File: config.mk
export PLATFORM = sky130hd
export DESIGN_NAME = svi_responder_flat
export DESIGN_NICKNAME = d
export VERILOG_FILES = /design/src/rtl/svi_responder_if.sv /design/src/rtl/svi_responder.sv /design/src/flat_wrapper.sv
export SDC_FILE = /design/constraint.sdc
export NUM_CORES = 1
export LEC_CHECK = 0
export CAP_MARGIN = 20
export CORE_MARGIN = 1
export CORE_UTILIZATION = 40
export DETAILED_ROUTE_END_ITERATION = 10
export GPL_ROUTABILITY_DRIVEN = 0
export PLACE_DENSITY = 0.58
export REMOVE_ABC_BUFFERS = 1
export SLEW_MARGIN = 0
export SYNTH_ARGS = -nofsm -noshare
export SYNTH_HDL_FRONTEND = slang
export SYNTH_SLANG_ARGS = --single-unit
File: constraint.sdc
create_clock -name clk -period 3.1 [get_ports clk]
set_input_delay 0.775 -clock clk [delete_from_list [all_inputs] [get_ports clk]]
set_output_delay 0.775 -clock clk [all_outputs]
set_load 0.05 [all_outputs]
File: src/rtl/svi_responder_if.sv
// svi: single-request bus between an initiator (master) and a register responder (slave)
interface svi #(
   parameter int AW = 8,
   parameter int DW = 32
);
   logic          req;
   logic          we;
   logic [AW-1:0] addr;
   logic [DW-1:0] wdata;
   logic          ack;
   logic          err;
   logic [DW-1:0] rdata;
   modport master (output req, we, addr, wdata, input ack, err, rdata);
   modport slave (input req, we, addr, wdata, output ack, err, rdata);
endinterface

File: src/rtl/svi_responder.sv
// svi_responder: svi slave endpoint serving a local register array with wait states,
// out-of-range error responses and a wrapping completed-transaction counter
module svi_responder #(
   parameter int AW    = 8,
   parameter int DW    = 32,
   parameter int DEPTH = 16,
   parameter int WAIT  = 1
) (
   input  logic        clk,
   input  logic        rst_n,
   svi.slave           svi_slave,
   output logic        busy,
   output logic [15:0] txn_cnt
);
   localparam int IW = DEPTH > 1 ? $clog2(DEPTH) : 1;
   typedef enum logic [1:0] {S_IDLE, S_WAIT, S_RESP, S_DONE} state_t;
   state_t        state;
   logic [3:0]    cnt;
   logic          we;
   logic [AW-1:0] addr;
   logic [DW-1:0] wdata;
   logic [DW-1:0] mem [DEPTH];
   logic          go;
   logic          ok;
   logic          c_we;
   logic [AW-1:0] c_addr;
   logic [DW-1:0] c_wdata;
   // with WAIT=0 the response is issued on the capture edge, so use the live request there
   always_comb begin
      c_we    = state == S_IDLE ? svi_slave.we : we;
      c_addr  = state == S_IDLE ? svi_slave.addr : addr;
      c_wdata = state == S_IDLE ? svi_slave.wdata : wdata;
      ok      = {1'b0, c_addr} < (AW + 1)'(DEPTH);
      go      = (state == S_IDLE && svi_slave.req && WAIT == 0) || (state == S_WAIT && cnt == 4'd1);
   end
   assign busy = state == S_WAIT || state == S_RESP;
   always_ff @(posedge clk or negedge rst_n) begin
      if (!rst_n) begin
         state           <= S_IDLE;
         cnt             <= '0;
         we              <= 1'b0;
         addr            <= '0;
         wdata           <= '0;
         svi_slave.ack   <= 1'b0;
         svi_slave.err   <= 1'b0;
         svi_slave.rdata <= '0;
         txn_cnt         <= '0;
         for (int i = 0; i < DEPTH; i++) mem[i] <= '0;
      end else begin
         svi_slave.ack   <= go;
         svi_slave.err   <= go && !ok;
         svi_slave.rdata <= (go && ok && !c_we) ? mem[c_addr[IW-1:0]] : '0;
         if (go) txn_cnt <= txn_cnt + 16'd1;
         if (go && ok && c_we) mem[c_addr[IW-1:0]] <= c_wdata;
         case (state)
            S_IDLE: if (svi_slave.req) begin
               we    <= svi_slave.we;
               addr  <= svi_slave.addr;
               wdata <= svi_slave.wdata;
               cnt   <= 4'(WAIT);
               state <= WAIT == 0 ? S_RESP : S_WAIT;
            end
            S_WAIT: begin
               cnt <= cnt - 4'd1;
               if (cnt == 4'd1) state <= S_RESP;
            end
            S_RESP: state <= S_DONE;
            default: state <= S_IDLE;
         endcase
      end
   end
endmodule

File: src/flat_wrapper.sv
// flat-port wrapper written by rule: the top's interface ports become plain ports
module svi_responder_flat 
#(
   parameter int AW    = 8,
   parameter int DW    = 32,
   parameter int DEPTH = 16,
   parameter int WAIT  = 1
)
  (clk, rst_n, busy, txn_cnt, svi_slave_req, svi_slave_we, svi_slave_addr, svi_slave_wdata, svi_slave_ack, svi_slave_err, svi_slave_rdata);
  svi #(.AW(AW), .DW(DW)) svi_slave_i ();
  input  logic clk;
  input  logic rst_n;
  output logic busy;
  output logic [15:0] txn_cnt;
  input wire logic [$bits(svi_slave_i.req)-1:0] svi_slave_req;
  input wire logic [$bits(svi_slave_i.we)-1:0] svi_slave_we;
  input wire logic [$bits(svi_slave_i.addr)-1:0] svi_slave_addr;
  input wire logic [$bits(svi_slave_i.wdata)-1:0] svi_slave_wdata;
  output wire logic [$bits(svi_slave_i.ack)-1:0] svi_slave_ack;
  output wire logic [$bits(svi_slave_i.err)-1:0] svi_slave_err;
  output wire logic [$bits(svi_slave_i.rdata)-1:0] svi_slave_rdata;
  assign svi_slave_i.req = svi_slave_req;
  assign svi_slave_i.we = svi_slave_we;
  assign svi_slave_i.addr = svi_slave_addr;
  assign svi_slave_i.wdata = svi_slave_wdata;
  assign svi_slave_ack = svi_slave_i.ack;
  assign svi_slave_err = svi_slave_i.err;
  assign svi_slave_rdata = svi_slave_i.rdata;
  svi_responder #(.AW(AW), .DW(DW), .DEPTH(DEPTH), .WAIT(WAIT)) u_core (.clk(clk), .rst_n(rst_n), .svi_slave(svi_slave_i), .busy(busy), .txn_cnt(txn_cnt));
endmodule
Word level (Yosys, flattened, before mapping)
Index checks and enable logic that the tools add are counted.
W data, S select, Z words.
- output and inout bits: 51
- latch bits: 0
- bits in read-only memories: 0
- flip-flop bits (word level): 609
- bits in writable memories: 0
- logic and storage cells: 65
- bits of input ports: 44
- memories kept: 0
- bitwise gates (word level): 1
- multiply operators: 0
- mux-type cells: 15
- shifts and indexed selects: 0
- $add $sub $neg: 2
- magnitude comparators: 3
- reduce and logical (&&, ||, !) cells: 14
- divide/modulo/power cells: 0
- equal/unequal tests: 5
- operator list (cell ; number):
    $bwmux W512 ; 1
    $mux W32 ; 5
    $bmux W32 S4 ; 1
    $demux W32 S4 ; 1
    $add A16 B1 Y16 const B ; 1
    $lt A8 B5 Y1 const B ; 1
    $mux W8 ; 1
    $pmux W4 S2 ; 1
    $logic_and A1 B1 Y1 ; 6
    $pmux W2 S3 ; 1
    $reduce_and A2 Y1 ; 3
    $ge A5 B5 Y1 const B ; 1
    $lt A5 B1 Y1 const B ; 1
    $not A4 Y5 ; 1
    $eq A4 B1 Y1 const B ; 1
    $mux W2 ; 2
    $mux W4 ; 1
    $ne A2 B2 Y1 const B ; 2
    $sub A4 B1 Y4 const B ; 1
    $eq A2 B1 Y1 const B ; 1
    $eq A2 B2 Y1 const B ; 1
    $logic_not A1 Y1 ; 2
    $logic_not A2 Y1 ; 1
    $reduce_bool A2 Y1 ; 1
    2 further kinds ; 2

Longest topological paths before layout
- depth in word-level cells: 8
- depth in mapped cells: 12
- mapped depth without buffers: 7

Worst setup path after synthesis
Ideal clock, no wire load.
- path kind: input port to flip-flop
- start: input port svi_slave_addr[7]
- end: register u_core.mem[246] (netlist name)
- required time: 2.963 ns
- setup time: 0.137 ns
- arrival time: 2.520 ns
- path buffers: 2
- stages: 6
- slack: 0.443 ns
- cells stage by stage: nor4_1 > a22oi_2 > buf_2 > nor4_4 > buf_2 > a21oi_1
- cells in the longest elaborated chain, start to end: 4
- RTL lines (element ; line ; source):
    from (decl) ; flat_wrapper.sv:17 ; input wire logic [$bits(svi_slave_i.addr)-1:0] svi_slave_addr;
    $mux W8 ; svi_responder.sv:31 ; c_addr = state == S_IDLE ? svi_slave.addr : addr;
    $lt A8 B5 Y1 ; svi_responder.sv:33 ; ok = {1'b0, c_addr} < (AW + 1)'(DEPTH);
    $logic_and A1 B1 Y1 (2 in series) ; svi_responder.sv:54 ; if (go && ok && c_we) mem[c_addr[IW-1:0]] <= c_wdata;
    to (signal, indexed assignment) ; svi_responder.sv:54 ;
    to (decl) ; svi_responder.sv:22 ; logic [DW-1:0] mem [DEPTH];
No other way between the ends.
A chain may end at the register's enable or synchronous reset.

Worst setup path in the final report
- start: register u_core.state[1]
- end: register u_core.svi_slave.rdata[10]
- cells in the longest elaborated chain, start to end: 7
- elaborated cells on any way between the ends: 14
- classes of those cells: order compare: 1; eq/ne: 1; mux: 6; bitwise: 1; reduce/logical: 5
- RTL lines (element ; line ; source):
    from (decl) ; svi_responder.sv:17 ; state_t state;
    from (signal assigned) ; svi_responder.sv:61 ; state <= WAIT == 0 ? S_RESP : S_WAIT;
    $logic_not A2 Y1 ; svi_responder.sv:30, svi_responder.sv:31 ;
    $mux W8 ; svi_responder.sv:31 ;
    $not A4 Y5 (not written as such) ; svi_responder.sv:52 ; svi_slave.rdata <= (go && ok && !c_we) ? mem[c_addr[IW-1:0]] : '0;
    $bmux W32 S4 ; svi_responder.sv:52 ;
    $mux W32 (not written as such) (2 in series) ; svi_responder.sv:52 ;
    $mux W32 (*) ; svi_responder.sv:52 ;
    to (signal assigned) ; svi_responder.sv:52 ;
    to (decl) ; svi_responder_if.sv:14 ; modport slave (input req, we, addr, wdata, output ack, err, rdata);
Every way passes the cells marked *; elsewhere a longest branch is shown, timed or not. The select of a mux whose other input is x is not followed.

==> results.py <==
metrics = {
    "run_status": {
        "outcome": "complete, no violations",
    },
    "floorplan": {
        "initial_core_util": 0.4053,
        "fp.coreArea_um2": 64460,
        "die_area_um2": 66350,
        "row_count": 93,
        "dieHeight_um": 257.6,
        "die_x_um": 257.6,
        "ios": 95,
    },
    "global_route": {
        "grt_overflow": 0,
        "grt_usage": 0.2337,
        "met1_usage": 0.3237,
        "antenna_found_initial": 0,
        "grt_max_degree": 93,
        "grtUsageMet2": 0.3807,
        "grt_pass1_wl_um": 120400,
        "grt_use_met3": 0.03347,
        "busiest_layer": "met2",
        "grt_pass1_vias": 20140,
    },
    "finish": {
        "area_delta_synth_final_pct": 21.28,
        "final_net_count": 2783,
        "fillers": 5864,
        "final_common_cell": "dfrtp_1",
        "drive_gt1_frac": 0.1370,
        "insertedDiodeCount": 0,
        "seqCellArea_um2": 15240,
        "mostFrequentLayoutCells": "609 x dfrtp_1, 462 x a21oi_1, 397 x nor2_1",
        "multi_input_area_um2": 9941,
    },
    "synth": {
        "synth_ff_type": "dfrtp_1",
        "synthesis.area_um2": 26130,
        "postSynthAreaPerCell_um2": 10.03,
        "synth-seq-cells": 609,
        "synth.distinct_cells": 53,
        "synthCells": 2606,
        "ys_warn_count": 0,
        "synth.yosys.seq_area_share": 0.5832,
        "synth_edf_count": 0,
        "synth-async-reset-ratio": 1.000,
    },
    "critical_path": {
        "crit_required_ns": 3.63,
        "startpoint_type": "register",
        "criticalPathCategory": "register to register",
        "path_buf_inv": 3,
        "crit_path_cell_trace": "inv_1 -> ha_4 -> or3b_1 -> and2_4 -> buf_12 -> o22ai_1 -> o21ai_0 -> nor4b_1 -> buf_4",
        "ff2ff_setup_slack_ns": 0.14,
        "cp.arrival_ns": 3.49,
        "critPathTopFamily": "simple AND/OR/NAND/NOR gates",
        "crit_path_max_incr_delay_ns": 0.44,
        "crit_slowest_cell": "ha_4",
        "r2r-start": "u_core.state[1]",
        "r2r_cells": 9,
        "reg2reg_to": "u_core.svi_slave.rdata[10]",
        "worstPathMaxFanout": 47,
        "cp-end-kind": "register",
    },
    "power_and_ir_drop": {
        "intPower_mw": 17.96,
        "finalPower_mw": 28.33,
        "p_sw_mw": 10.37,
        "max-vdd-ir-drop_uv": 458.1,
        "pwr-share-clk": 0.295,
        "p_leak_nw": 14.67,
        "swShare": 0.3660,
        "seqPwrFrac": 0.318,
        "power.density_nw_per_um2": 894.0,
        "pwr-share-comb": 0.387,
    },
    "sta": {
        "finClkSkew_ns": 0.02594,
        "finalMaxSlewViolations": 0,
        "tightest_slew_ns": 0.5913,
        "rsz0062_at_grt": "no",
        "hold_viol": 0,
        "period_needed_ns": 2.957,
        "fmaxAchievable_mhz": 338.1,
        "post-route-period-util": 0.9540,
        "setup-violations-final": 0,
        "worst_slack_ns": 0.1426,
        "max-slew-margin-rel": 0.6058,
    },
    "drt": {
        "post_drt_wl_per_cell_um": 21.06,
        "drc_errors": 0,
        "routed_wl_um": 76570,
        "firstDrtPassIters": 6,
        "num_vias": 20310,
        "routed_via_density": 5.585,
        "ant_nets": 0,
        "drtIter0Drc": 1833,
    },
    "place": {
        "dpl.hpwl_um": 48150,
        "post-place-ws_ns": -0.3151,
        "numPortBuffers": 94,
    },
    "clock_network": {
        "root_buffer": "clkbuf_16",
        "cts.sinks": 609,
        "cts.htree.levels": 3,
        "clk_pin_slew_ns": 0.06,
        "postCtsSetupBuffers": 0,
        "cts_buffer_depth": 3,
        "insertion_delay_ns": 0.60,
        "cts_tree": "done",
        "ctsHoldBuffers": 0,
        "cts-buffers-inserted": 68,
    },
    "job": {
        "max-cap-violations": 0,
    },
    "worst_hold_path": {
        "hp-class": "input port to async pin",
    },
}
cell families (layout without fill, tap and decap cells):
group | after synthesis | in the layout | synth area share
xor+xnor | 15 | 15 | 0.005028
compound gates | 893 | 893 | 0.1915
flops | 609 | 609 | 0.5832
mux | 135 | 135 | 0.05464
buf+inv | 234 | 409 | 0.03960
simple gates | 713 | 713 | 0.1226
fa+ha+maj | 7 | 7 | 0.003352
cell usage after synthesis, drive strengths merged, types with 33 or more instances:
library cell    n  area (µm²)
nand2         197       739.5
nand3          33       165.2
mux2           51       574.3
dfrtp         609       15240
nor2          398        1494
a21oi         462        2312
a21o           37       277.8
o21ai         198       991.0
clkbuf        120       450.4
o22ai         123       769.5
mux2i          83       830.8
buf           105       550.5
worst max-delay path by stage:
stage                     cells past startpoint                    endpoint              start  slack [ns]
final                                         9  u_core.svi_slave.rdata[10]    u_core.state[1]        0.14
after global routing                          9  u_core.svi_slave.rdata[10]    u_core.state[0]        0.01
after CTS                                    10   u_core.svi_slave.rdata[8]    u_core.state[0]        0.13
after detailed placement                      9   u_core.svi_slave.rdata[8]  svi_slave_addr[1]       -0.32
after global placement                        9   u_core.svi_slave.rdata[8]  svi_slave_addr[1]       -0.36
after floorplan                               6              u_core.mem[64]    u_core.state[0]       -3.25
metrics by stage:
step / instance area, µm² / setup TNS [ns] / hold slack, ns / cells / util
4_1_cts: 31690 / 0 / 0.1521 / 3636 / 0.4916
3_5_place_dp: 29360 / -0.9355 / 0.4703 / 3517 / 0.4554
3_3_place_gp: 29360 / -0.8997 / 0.4611 / 3517 / 0.4554
6_report: 31690 / 0 / 0.1592 / 3636 / 0.4916
5_1_grt: 31690 / 0 / 0.1754 / 3636 / 0.4916
2_1_floorplan: 25130 / -1531.17 / 0.4446 / 2381 / -
power groups by stage:
stage	combinational, mW	sequential, mW	clock (mW)
2_1_floorplan	5.92	9.15	0
3_3_place_gp	10.8	9.09	0
3_5_place_dp	10.9	9.14	0
4_1_cts	10.9	9.00	8.51
5_1_grt	11.7	9.08	8.85
6_report	11.0	9.00	8.35
cell type report:
| type | count | share of cell area |
|---|---|---|
| Multi-Input combinational cell | 1763 | 0.3137 |
| Inverter | 9 | 0.001066 |
| Timing Repair Buffer | 281 | 0.09745 |
| Clock buffer | 100 | 0.06424 |
| Sequential cell | 609 | 0.4809 |
| Clock inverter | 19 | 0.008845 |
| Tap cell | 855 | 0.03376 |
what timing repair did:
| item | 4_1_cts | 5_1_grt |
|---|---|---|
| endpoints found under the hold margin | 0 | 0 |
| pin swaps | 0 | 1 |
| gates cloned | 0 | 0 |
| gates resized for setup | 2 | 0 |
| setup endpoints to repair | 2 | 1 |
routing by layer:
metal	up-vias	wire, µm
li1	9421	-
met1	10160	34080
met2	619	36730
met3	111	4151
met4	0	1609
met5	-	0
sequential cells by signal, indices dropped and copies added (netlist names):
name	count
u_core.addr	8
u_core.svi_slave.rdata	32
u_core.txn_cnt	16
u_core.wdata	32
u_core.we	1
u_core.mem	512
u_core.state	2
u_core.svi_slave.err	1
u_core.cnt	4
u_core.svi_slave.ack	1
(Power assumes the default switching activity.)
